**config.mk**
```make
export PLATFORM = sky130hd
export DESIGN_NAME = uvma_clk_gen
export DESIGN_NICKNAME = d
export VERILOG_FILES = /design/src/rtl/uvma_clk_gen.sv
export SDC_FILE = /design/constraint.sdc
export NUM_CORES = 1
export LEC_CHECK = 0
export CAP_MARGIN = 20
export CORE_MARGIN = 3
export CORE_UTILIZATION = 50
export CTS_CLUSTER_DIAMETER = 120
export DETAILED_ROUTE_END_ITERATION = 12
export DONT_BUFFER_PORTS = 1
export PLACE_DENSITY = 0.72
export SLEW_MARGIN = 20
export SYNTH_ARGS = -nofsm -noshare
export SYNTH_HDL_FRONTEND = slang
export SYNTH_SLANG_ARGS = --single-unit
```
**constraint.sdc**
```tcl
create_clock -name clk -period 4.4 [get_ports clk]
set_input_delay 0.66 -clock clk [delete_from_list [all_inputs] [get_ports clk]]
set_output_delay 0.66 -clock clk [all_outputs]
set_load 0.02 [all_outputs]
```
**src/rtl/uvma_clk_gen.sv**
```systemverilog
// Programmable glitch-free clock generator for the clock agent interface.
// The generated clock is produced by counting reference-clock cycles; it is controlled over a valid/ready command port.
module uvma_clk_gen #(
    parameter int HP_WIDTH            = 16,
    parameter int CNT_WIDTH           = 32,
    parameter int DEFAULT_HALF_PERIOD = 4
) (
    input  logic                 clk,
    input  logic                 reset_n,
    input  logic                 cmd_valid,
    output logic                 cmd_ready,
    input  logic [1:0]           cmd_op,
    input  logic [HP_WIDTH-1:0]  cmd_half_period,
    output logic                 gen_clk,
    output logic                 gen_clk_running,
    output logic [CNT_WIDTH-1:0] rise_count,
    output logic                 cfg_error
);

    typedef enum logic [1:0] {
        ST_IDLE      = 2'd0,
        ST_RUN       = 2'd1,
        ST_STOP_PEND = 2'd2
    } state_t;

    localparam logic [1:0] OP_START      = 2'd0;
    localparam logic [1:0] OP_STOP       = 2'd1;
    localparam logic [1:0] OP_SET_PERIOD = 2'd2;
    localparam logic [1:0] OP_RSVD       = 2'd3;

    localparam logic [HP_WIDTH-1:0]  HP_RESET = HP_WIDTH'(DEFAULT_HALF_PERIOD);
    localparam logic [HP_WIDTH-1:0]  HP_ONE   = HP_WIDTH'(1);
    localparam logic [CNT_WIDTH-1:0] CNT_ONE  = CNT_WIDTH'(1);

    state_t               state, state_nxt;
    logic                 gen_clk_nxt;
    logic [HP_WIDTH-1:0]  phase_cnt, phase_cnt_nxt;
    logic [HP_WIDTH-1:0]  hp_active, hp_active_nxt;
    logic [HP_WIDTH-1:0]  hp_pending, hp_pending_nxt;
    logic [CNT_WIDTH-1:0] rise_count_nxt;
    logic                 cfg_error_nxt;
    logic                 accept, cmd_bad, cmd_ok, phase_end;

    assign cmd_ready       = (state != ST_STOP_PEND);
    assign gen_clk_running = (state == ST_RUN);

    assign accept    = cmd_valid && cmd_ready;
    assign cmd_bad   = accept && ((cmd_op == OP_RSVD) ||
                                  ((cmd_op == OP_SET_PERIOD) && (cmd_half_period == '0)));
    assign cmd_ok    = accept && !cmd_bad;
    assign phase_end = (phase_cnt == (hp_active - HP_ONE));

    // NOTE: every variable gets a default before the case so no path leaves it unassigned (no latches).
    always_comb begin
        state_nxt      = state;
        gen_clk_nxt    = gen_clk;
        phase_cnt_nxt  = phase_cnt;
        hp_active_nxt  = hp_active;
        hp_pending_nxt = hp_pending;
        rise_count_nxt = rise_count;
        cfg_error_nxt  = cmd_bad;

        unique case (state)
            ST_IDLE: begin
                gen_clk_nxt   = 1'b0;
                phase_cnt_nxt = '0;
                if (cmd_ok && (cmd_op == OP_START)) begin
                    state_nxt      = ST_RUN;
                    gen_clk_nxt    = 1'b1;
                    rise_count_nxt = rise_count + CNT_ONE;
                    hp_active_nxt  = hp_pending;
                end else if (cmd_ok && (cmd_op == OP_SET_PERIOD)) begin
                    hp_active_nxt  = cmd_half_period;
                    hp_pending_nxt = cmd_half_period;
                end
            end

            ST_RUN: begin
                if (phase_end) begin
                    gen_clk_nxt   = !gen_clk;
                    phase_cnt_nxt = '0;
                    // A new half-period is adopted only at a rising edge.
                    if (!gen_clk) begin
                        rise_count_nxt = rise_count + CNT_ONE;
                        hp_active_nxt  = hp_pending;
                    end
                end else begin
                    phase_cnt_nxt = phase_cnt + HP_ONE;
                end

                if (cmd_ok && (cmd_op == OP_SET_PERIOD)) begin
                    hp_pending_nxt = cmd_half_period;
                end

                if (cmd_ok && (cmd_op == OP_STOP)) begin
                    if (gen_clk && !phase_end) begin
                        state_nxt = ST_STOP_PEND;
                    end else begin
                        // Low phase is truncated, or the high phase ends on this very edge; no rise follows.
                        state_nxt      = ST_IDLE;
                        gen_clk_nxt    = 1'b0;
                        phase_cnt_nxt  = '0;
                        rise_count_nxt = rise_count;
                        hp_active_nxt  = hp_active;
                    end
                end
            end

            ST_STOP_PEND: begin
                if (phase_end) begin
                    state_nxt     = ST_IDLE;
                    gen_clk_nxt   = 1'b0;
                    phase_cnt_nxt = '0;
                end else begin
                    phase_cnt_nxt = phase_cnt + HP_ONE;
                end
            end

            default: begin
                state_nxt     = ST_IDLE;
                gen_clk_nxt   = 1'b0;
                phase_cnt_nxt = '0;
            end
        endcase
    end

    // NOTE: sequential state uses non-blocking assignments only; the async reset drops gen_clk without a clk edge.
    always_ff @(posedge clk or negedge reset_n) begin
        if (!reset_n) begin
            state      <= ST_IDLE;
            gen_clk    <= 1'b0;
            phase_cnt  <= '0;
            hp_active  <= HP_RESET;
            hp_pending <= HP_RESET;
            rise_count <= '0;
            cfg_error  <= 1'b0;
        end else begin
            state      <= state_nxt;
            gen_clk    <= gen_clk_nxt;
            phase_cnt  <= phase_cnt_nxt;
            hp_active  <= hp_active_nxt;
            hp_pending <= hp_pending_nxt;
            rise_count <= rise_count_nxt;
            cfg_error  <= cfg_error_nxt;
        end
    end

endmodule
```
==> results.sh <==
export IMPL_outcome="finished, final reports clean"
export IMPL_worstPathArrival_ns=4.37
export IMPL_cap_viol_max_count=0
export IMPL_drive_above_1_share_pct=19.26
export IMPL_period_share_pct=92.92
export IMPL_seqCellArea_sq_um=2105
export IMPL_finalHoldViolCount=0
export IMPL_clockBufferDepth=2
export IMPL_p_leak_nw=2.150
export IMPL_vdd_drop_max_uv=357.1
export IMPL_critPathMaxFanout=12
export IMPL_track_usage_pct=20.37
export IMPL_ant_nets=0
export IMPL_cts_tree="yes"
export IMPL_final_nets=480
export IMPL_gp_congestion=0.9689
export IMPL_initial_utilization_pct=52.90
export IMPL_end_kind="flip-flop"
export IMPL_firstDrtPassIters=4
export IMPL_wl_microns=10010
export IMPL_critPathLaunchType="flip-flop"
export IMPL_tightest_slew_ns=0.6236
export IMPL_post_dp_hpwl_microns=7311
export IMPL_tns_ns=0
export IMPL_diodes=0
export IMPL_grt_overflow=0
export IMPL_hp_class="in2async"
export IMPL_row_count=34
export IMPL_ys_warn_count=0
export IMPL_synth_cells=449
export IMPL_synthFlopType="dfrtp_1"
export IMPL_fin_skew_ns=0.01249
export IMPL_cts_sinks=84
export IMPL_drt_iter0_markers=145
export IMPL_ys_async_sr_fraction_pct=100.0
export IMPL_root_buffer="clkbuf_8"
export IMPL_cp_data_required_time_ns=4.68
export IMPL_path_cells="or4_4 -> or3_4 -> a2111oi_1 -> nor4_2 -> nand4_1 -> ha_1 -> o21ai_0 -> nor3_1 -> nand4_2 -> buf_4 -> a2111oi_2 -> xor2_1"
export IMPL_multiInputGateArea_sq_um=2496
export IMPL_wl_per_cell_microns=17.72
export IMPL_die_area_sq_um=10650
export IMPL_seq_area_frac_synth_pct=44.53
export IMPL_fin_ws_ns=0.3116
export IMPL_numCtsBuffers=9
export IMPL_whs_ns=0.1329
export IMPL_ctsHtreeMaxLevel=3
export IMPL_final_cell_count_no_fill=565
export IMPL_synth_top_cell_area_share_pct=43.42
export IMPL_syn_area_sq_um=4726
export IMPL_die_w_microns=103.2
export IMPL_post_synth_top_area_cell="dfrtp_1"
export IMPL_clk_latency_ns=0.36
export IMPL_synth_area_leaders="dfrtp_1 43%, mux2_2 11%, xor2_1 8.3%"
export IMPL_n_fill_cell=803
export IMPL_cts_clk_slew_worst_paths_ns=0.09
export IMPL_crit_type="reg2reg"
export IMPL_yosysUniqueCellTypes=56
export IMPL_fin_util_pct=56.74
export IMPL_ios=57
export IMPL_cpPeakStageDelay_ns=0.61
export IMPL_slew_headroom_pct=58.27
export IMPL_rsz0062_at_grt="false"
export IMPL_syn_to_final_growth_pct=7.254
export IMPL_place_inst=548
export IMPL_layout_min_cycle_time_ns=4.088
export IMPL_portBuffers=0
export IMPL_grt_max_degree=83
export IMPL_grt_antenna_before_repair=0
export IMPL_avgSynthCellArea_sq_um=10.53
export IMPL_place_ws_ns=0.1732
export IMPL_num_vias=3384
export IMPL_r2r_start="hp_active[3]$_DFFE_PN0P_"
export IMPL_synth_edff_count=0
export IMPL_drc=0
export IMPL_slew_viol_final=0
export IMPL_syn_num_nets=477
export IMPL_finalSetupViolCount=0
export IMPL_grt_pass1_wl_microns=17000
export IMPL_cp_startpoint="hp_active[3]$_DFFE_PN0P_"
export IMPL_fmax_mhz=244.6
export IMPL_grt_pass1_vias=3444
export IMPL_ys_ff_latch=84
export IMPL_vias_per_cell=5.989
export IMPL_floorplan_die_height_microns=103.2
export IMPL_critPathSlowestCell="or4_4"
export IMPL_core_sq_um=8934
export IMPL_power_density_nw_per_um2=524.5
[critical path: cells and delay by family, from the launching register on]
kind | cells | cell delay, ns
DFF | 1 | 0.48
buffers and inverters | 1 | 0.31
and+or+nand+nor | 6 | 1.96
xor gates and xnor gates | 1 | 0.17
AOI/OAI and AO/OA | 3 | 0.89
adders and majority gates | 1 | 0.20
[metal layers]
| metal | global-route usage [%] | share of wire (%) | wire, microns | vias up |
|---|---|---|---|---|
| met5 | 0 | 0 | 0 | - |
| met4 | 7.470 | 0.82 | 82 | 0 |
| met3 | 5.097 | 5.5 | 550 | 6 |
| met2 | 32.12 | 49 | 4880 | 77 |
| met1 | 27.34 | 45 | 4499 | 1674 |
| li1 | - | - | - | 1627 |
[what timing repair did]
action	CTS	global route
buffers inserted	0	0
setup endpoints to repair	0	21
resized for setup	0	3
hold buffers	1	0
hold endpoints to repair	82	0
[layout make-up]
| type | instances | share of cell area, % |
|---|---|---|
| multi-input cells | 334 | 49.25 |
| flip-flops and latches | 84 | 41.52 |
| clock buffers | 10 | 2.715 |
| well taps | 108 | 2.666 |
| repair buffers | 11 | 2.024 |
| clock inverters | 6 | 0.9380 |
| inverters | 12 | 0.8887 |
[sequential cells by signal, summed over array words and instances (netlist names)]
name	cells
gen_clk	1
state	2
phase_cnt	16
hp_pending	16
rise_count	32
hp_active	16
cfg_error	1
[layout by cell type, fill, tap and decap left out, types with 4 or more instances in the layout]
| cell | count |
|---|---|
| or3_1 | 6 |
| and3_1 | 7 |
| a211oi_1 | 10 |
| and4_1 | 4 |
| ha_1 | 7 |
| dfrtp_1 | 82 |
| buf_4 | 10 |
| nand2b_1 | 8 |
| nand2_1 | 26 |
| nor3_1 | 7 |
| xor2_1 | 45 |
| nor2b_1 | 5 |
| nor4_1 | 14 |
| mux2i_1 | 4 |
| mux2_2 | 45 |
| nor2_1 | 29 |
| nand3_1 | 16 |
| a21oi_1 | 23 |
| xnor2_1 | 19 |
| inv_1 | 12 |
| nand4_1 | 15 |
| clkbuf_8 | 10 |
| o21ai_0 | 4 |
[metrics by stage]
stage               cell area (sq um)  power (mW)
floorplan                        4726       1.913
global placement                 4841       2.099
detailed placement               4841       2.127
CTS                              5054       2.671
global route                     5069       2.838
finish                           5069       2.658
[report_power, final]
part / internal (mW) / switching (mW)
registers: 0.965 / 0.233
logic: 0.474 / 0.470
clock network: 0.225 / 0.290
total: 1.66 / 0.994
[synth_stat cells (6+ instances only)]
| master | n |
|---|---|
| dfrtp_1 | 82 |
| mux2_2 | 45 |
| nand2b_1 | 8 |
| a21oi_1 | 23 |
| nand3_1 | 16 |
| and3_1 | 7 |
| clkbuf_1 | 15 |
| inv_1 | 12 |
| nor4_1 | 15 |
| ha_1 | 7 |
| xnor2_1 | 19 |
| or3_1 | 6 |
| a211oi_1 | 10 |
| nand2_1 | 26 |
| xor2_1 | 45 |
| nor2_1 | 29 |
| nand4_1 | 15 |
| nor3_1 | 7 |
[cell families (layout without fill, tap and decap cells)]
family	Yosys count	count (layout)	share of synthesized area [%]
multiplexers	49	49	11.57
buffers and inverters	31	39	2.965
AND/OR/NAND/NOR	155	155	18.16
XOR/XNOR	64	64	11.86
adder cells (fa/ha/maj)	7	7	1.853
flip-flops	84	84	44.53
AO/OA/AOI/OAI	59	59	9.055
[final timing paths]
kind | endpoint | slack, ns | cells after the start
worst max-delay path | rise_count[15]$_DFFE_PN0P_ | 0.31 | 12
worst min-delay path | hp_active[2]$_DFFE_PN1P_ | 0.13 | 0
worst max register to register | rise_count[15]$_DFFE_PN0P_ | 0.31 | 12
worst min register to register | hp_pending[15]$_DFFE_PN0P_ | 0.51 | 1
max in group asynchronous | phase_cnt[6]$_DFF_PN0_ | 3.89 | 1
min in group clk | hp_pending[6]$_DFFE_PN0P_ | 0.45 | 1
No activity file was read; power rests on OpenSTA's default activity.
